==> src/rtl/mc_control.sv <==
// Multicycle MIPS-style control FSM with memory wait counter.
// Define MC_CONTROL_EXC_EN to enable the EXC state (unknown opcode and memory timeout traps).
module mc_control #(
  parameter int TIMEOUT = 15,
  parameter int CNT_W   = 4
) (
  input  logic       clk,
  input  logic       reset,
  input  logic [5:0] opcode,
  input  logic       mem_ready,
  output logic       pc_write,
  output logic       pc_write_cond,
  output logic [1:0] pc_src,
  output logic       i_or_d,
  output logic       mem_read,
  output logic       mem_write,
  output logic       ir_write,
  output logic       mem_to_reg,
  output logic       reg_dst,
  output logic       reg_write,
  output logic       alu_src_a,
  output logic [1:0] alu_src_b,
  output logic [1:0] alu_op,
  output logic       exception,
  output logic [3:0] state
);

  typedef enum logic [3:0] {
    S_FETCH    = 4'd0,
    S_DECODE   = 4'd1,
    S_MEM_ADDR = 4'd2,
    S_MEM_RD   = 4'd3,
    S_MEM_WB   = 4'd4,
    S_MEM_WR   = 4'd5,
    S_R_EXEC   = 4'd6,
    S_R_WB     = 4'd7,
    S_BRANCH   = 4'd8,
    S_JUMP     = 4'd9,
    S_ADDI_EX  = 4'd10,
    S_ADDI_WB  = 4'd11,
    S_EXC      = 4'd12
  } state_e;

  localparam logic [CNT_W-1:0] TO_M1   = CNT_W'(TIMEOUT > 0 ? TIMEOUT - 1 : 0);
  localparam logic [CNT_W-1:0] CNT_MAX = '1;
  localparam logic [CNT_W-1:0] CNT_ONE = CNT_W'(1);

  state_e           state_q, state_d;
  logic [CNT_W-1:0] cnt_q, cnt_d;
  logic             mem_st, timeout;

  always_comb begin
    mem_st  = (state_q == S_FETCH) || (state_q == S_MEM_RD) || (state_q == S_MEM_WR);
    // Counter only runs while stalled in a memory state; any other cycle clears it.
    cnt_d   = (mem_st && !mem_ready) ? ((cnt_q == CNT_MAX) ? cnt_q : cnt_q + CNT_ONE) : '0;
`ifdef MC_CONTROL_EXC_EN
    timeout = (TIMEOUT > 0) && mem_st && !mem_ready && (cnt_q == TO_M1);
`else
    timeout = 1'b0;
`endif
    state_d = S_FETCH;
    case (state_q)
      S_FETCH:    state_d = mem_ready ? S_DECODE : S_FETCH;
      S_DECODE: begin
        case (opcode)
          6'd35, 6'd43: state_d = S_MEM_ADDR;
          6'd0:         state_d = S_R_EXEC;
          6'd4:         state_d = S_BRANCH;
          6'd2:         state_d = S_JUMP;
          6'd8:         state_d = S_ADDI_EX;
`ifdef MC_CONTROL_EXC_EN
          default:      state_d = S_EXC;
`else
          default:      state_d = S_FETCH;
`endif
        endcase
      end
      S_MEM_ADDR: state_d = (opcode == 6'd35) ? S_MEM_RD : S_MEM_WR;
      S_MEM_RD:   state_d = mem_ready ? S_MEM_WB : S_MEM_RD;
      S_MEM_WR:   state_d = mem_ready ? S_FETCH : S_MEM_WR;
      S_R_EXEC:   state_d = S_R_WB;
      S_ADDI_EX:  state_d = S_ADDI_WB;
      default:    state_d = S_FETCH;
    endcase
    if (timeout) state_d = S_EXC;
  end

  always_ff @(posedge clk) begin
    if (reset) begin
      state_q <= S_FETCH;
      cnt_q   <= '0;
    end else begin
      state_q <= state_d;
      cnt_q   <= cnt_d;
    end
  end

  always_comb begin
    pc_write      = 1'b0;
    pc_write_cond = 1'b0;
    pc_src        = 2'b00;
    i_or_d        = 1'b0;
    mem_read      = 1'b0;
    mem_write     = 1'b0;
    ir_write      = 1'b0;
    mem_to_reg    = 1'b0;
    reg_dst       = 1'b0;
    reg_write     = 1'b0;
    alu_src_a     = 1'b0;
    alu_src_b     = 2'b00;
    alu_op        = 2'b00;
    exception     = 1'b0;
    state         = reset ? 4'd0 : state_q;
    if (!reset) begin
      case (state_q)
        S_FETCH: begin
          mem_read  = 1'b1;
          alu_src_b = 2'b01;
          ir_write  = mem_ready;
          pc_write  = mem_ready;
        end
        S_DECODE:   alu_src_b = 2'b11;
        S_MEM_ADDR: begin alu_src_a = 1'b1; alu_src_b = 2'b10; end
        S_MEM_RD:   begin mem_read = 1'b1; i_or_d = 1'b1; end
        S_MEM_WB:   begin reg_write = 1'b1; mem_to_reg = 1'b1; end
        S_MEM_WR:   begin mem_write = 1'b1; i_or_d = 1'b1; end
        S_R_EXEC:   begin alu_src_a = 1'b1; alu_op = 2'b10; end
        S_R_WB:     begin reg_write = 1'b1; reg_dst = 1'b1; end
        S_BRANCH: begin
          alu_src_a     = 1'b1;
          alu_op        = 2'b01;
          pc_write_cond = 1'b1;
          pc_src        = 2'b01;
        end
        S_JUMP:     begin pc_write = 1'b1; pc_src = 2'b10; end
        S_ADDI_EX:  begin alu_src_a = 1'b1; alu_src_b = 2'b10; end
        S_ADDI_WB:  reg_write = 1'b1;
`ifdef MC_CONTROL_EXC_EN
        S_EXC:      begin exception = 1'b1; pc_write = 1'b1; pc_src = 2'b11; end
`endif
        default: ;
      endcase
    end
  end

endmodule

==> config.mk <==
export PLATFORM = sky130hd
export DESIGN_NAME = mc_control
export DESIGN_NICKNAME = d
export VERILOG_FILES = /design/src/rtl/mc_control.sv
export SDC_FILE = /design/constraint.sdc
export NUM_CORES = 1
export LEC_CHECK = 0
export ABC_AREA = 1
export CAP_MARGIN = 20
export CORE_MARGIN = 2
export CORE_UTILIZATION = 30
export DETAILED_ROUTE_END_ITERATION = 10
export HOLD_SLACK_MARGIN = 0.06
export PLACE_DENSITY = 0.62
export RECOVER_POWER = 100
export SKIP_LAST_GASP = 1
export SYNTH_ARGS = -nofsm -noshare
export SYNTH_HDL_FRONTEND = slang
export SYNTH_SLANG_ARGS = --single-unit
==> constraint.sdc <==
create_clock -name clk -period 2.7 [get_ports clk]
set_clock_uncertainty 0.2 [all_clocks]
set_input_delay 0.54 -clock clk [delete_from_list [all_inputs] [get_ports clk]]
set_output_delay 0.54 -clock clk [all_outputs]
set_load 0.02 [all_outputs]
==> impl_metrics.json <==
{
  "status": "finished, final reports clean",
  "crit_end": "pc_write",
  "min_period_ns": 2.53,
  "die_h_um": 45.6,
  "arrival_ns": 1.79,
  "place_congestion": 0.835,
  "path_cells": "dlygate4sd3_1 > nand3_1 > nor2_1 > or2_1 > dlygate4sd2_1",
  "hold_class": "register to register",
  "rows": 15,
  "die_w_um": 45.6,
  "synth_nets": 115,
  "drv_cap": 0,
  "synthCells": 106,
  "num-nets-final": 153,
  "cts_sinks": 4,
  "vias": 728,
  "dieArea_um2": 2080,
  "finish.utilization": 0.518,
  "clkTransAtPathRegs_ns": 0.04,
  "antenna_cells": 0,
  "final_common_cell": "nand2_1",
  "track_usage": 0.159,
  "grt_pass1_vias": 616,
  "ys_seq_elements": 4,
  "cts_buffers": 3,
  "wl_per_cell_um": 9.70,
  "grt_max_degree": 7,
  "vdd_drop_max_v": 0.000323,
  "timing.final.ws_setup_ns": 0.169,
  "fin_crit_sh": 0.938,
  "cts_tree": "done",
  "p_per_area_nw_per_um2": 226,
  "r2r_end": "state_q[0]",
  "yosysUniqueCellTypes": 16,
  "multi_input_area_um2": 345,
  "place_ws_ns": -0.164,
  "antenna_left": 0,
  "io_pins": 30,
  "antenna_found_initial": 0,
  "dpl.hpwl_um": 1350,
  "io_buffer_count": 28,
  "slowest_delay_ns": 0.56,
  "filler_cell_count": 189,
  "instances_no_fill": 159,
  "reg.largest.list": "state_q x4",
  "setup_viol": 0,
  "crit_slowest_cell": "dlygate4sd3_1",
  "rr_worst_depth": 6,
  "grt_overflow": 0,
  "slew_viol_final": 0,
  "wl_um": 1540,
  "vias_per_cell": 4.58,
  "grt_first_pass_wirelength_um": 2470,
  "cp-end-kind": "output port",
  "ys_seq_area_frac": 0.154,
  "path_buf_inv": 2,
  "seqCellArea_um2": 80.1,
  "hold_violations": 0,
  "syn_to_final_growth_pct": 66.5,
  "largest_register": "state_q",
  "ys_warn_count": 0,
  "syn_area_per_cell_um2": 4.90,
  "final_cell_mix": "30 x nand2_1, 29 x nor2_1, 16 x inv_1, 15 x dlygate4sd2_1, 12 x nand3_1",
  "rsz0062_at_grt": "no",
  "dpl.cell_count": 156,
  "cp.depth": 5,
  "dr.first_iter.drc_count": 17,
  "rr_startpoint": "state_q[1]",
  "cts_hold_buf": 0,
  "clk_latency_ns": 0.23,
  "synth.cell_area_um2": 519,
  "rrSetupSlack_ns": 1.33,
  "htreeDepth": 1,
  "drive_above_1_share": 0.106,
  "core_area_um2": 1670,
  "worst_setup_path_start_kind": "input pin",
  "crit_fanout": 2,
  "leakagePower_uw": 0.000556,
  "cp_top_family": "buffers and inverters",
  "startpoint": "mem_ready",
  "initial_core_util": 0.311,
  "largest_reg_flops": 4,
  "firstDrtPassIters": 4,
  "drc_errors": 0,
  "path_class": "input pin to output port",
  "clk_path_buf_depth": 2,
  "max_freq_mhz": 395,
  "cp.required_ns": 1.96,
  "clockRootBuffer": "clkbuf_4"
}
final cells by class:
cell class	count	area share
multi-input combinational	81	0.399
timing repair buffer	37	0.384
sequential	4	0.0926
inverter	17	0.0738
clock buffer	3	0.0260
tap	17	0.0246
power by group:
part           internal (uW)  total (uW)  switching [uW]
sequential              60.7        62.0            1.30
clock                   49.6        71.6            22.0
combinational           27.8        61.5            33.7
total                    138         195            57.0
routing by layer:
| metal | global-route usage | vias to the layer above | part of all wire |
|---|---|---|---|
| li1 | - | 392 | - |
| met1 | 0.187 | 303 | 0.41 |
| met2 | 0.290 | 33 | 0.50 |
| met3 | 0.0437 | 0 | 0.091 |
| met4 | 0.0176 | 0 | 0 |
| met5 | 0 | - | 0 |
tightest hold or removal path: cells and delay by family (launching register included):
kind,cells,cell delay (ns)
buffers and inverters,1,0.03
and+or+nand+nor,3,0.28
DFF,1,0.34
how the worst min path moves through the flow:
stage	from	cells past startpoint	to	slack, ns
after floorplan	state_q[3]	4	state_q[3]	0.41
after global placement	state_q[3]	4	state_q[3]	0.48
after detailed placement	state_q[3]	4	state_q[3]	0.48
after CTS	state_q[3]	4	state_q[3]	0.49
after global routing	state_q[3]	4	state_q[3]	0.53
final	state_q[3]	4	state_q[3]	0.49
synth_stat cells:
library cell / instances / share of area
xor2_1: 1 / 0.017
nand2_1: 30 / 0.22
inv_1: 16 / 0.12
a31o_2: 1 / 0.017
nand3_1: 12 / 0.12
inv_2: 1 / 0.0072
dfxtp_1: 4 / 0.15
a31oi_1: 1 / 0.012
nor2_2: 1 / 0.012
nor3_1: 1 / 0.0096
nor2_1: 29 / 0.21
buf_4: 4 / 0.058
or2_1: 1 / 0.012
conb_1: 1 / 0.0072
o32ai_1: 1 / 0.017
a21oi_1: 2 / 0.019
repair_timing:
item                                    4_1_cts  5_1_grt
resized for setup                            15        1
endpoints found under the setup margin       15       10
buffers inserted                              0        0
per-stage QoR:
step	power [uW]	cell area [um^2]	TNS [ns]	hold WS, ns
2_1_floorplan	95.7	519	0	0.408
3_3_place_gp	129	858	-1.67	0.477
3_5_place_dp	130	858	-1.58	0.484
4_1_cts	200	862	0	0.493
5_1_grt	210	865	0	0.531
6_report	195	865	0	0.487
kinds of logic after synthesis:
group / share of synthesized area
compound gates: 0.0651
xor+xnor: 0.0169
buf+inv: 0.181
flops: 0.154
other cells: 0.00722
simple gates: 0.576
Note: power is estimated with default switching activity, not from simulation.
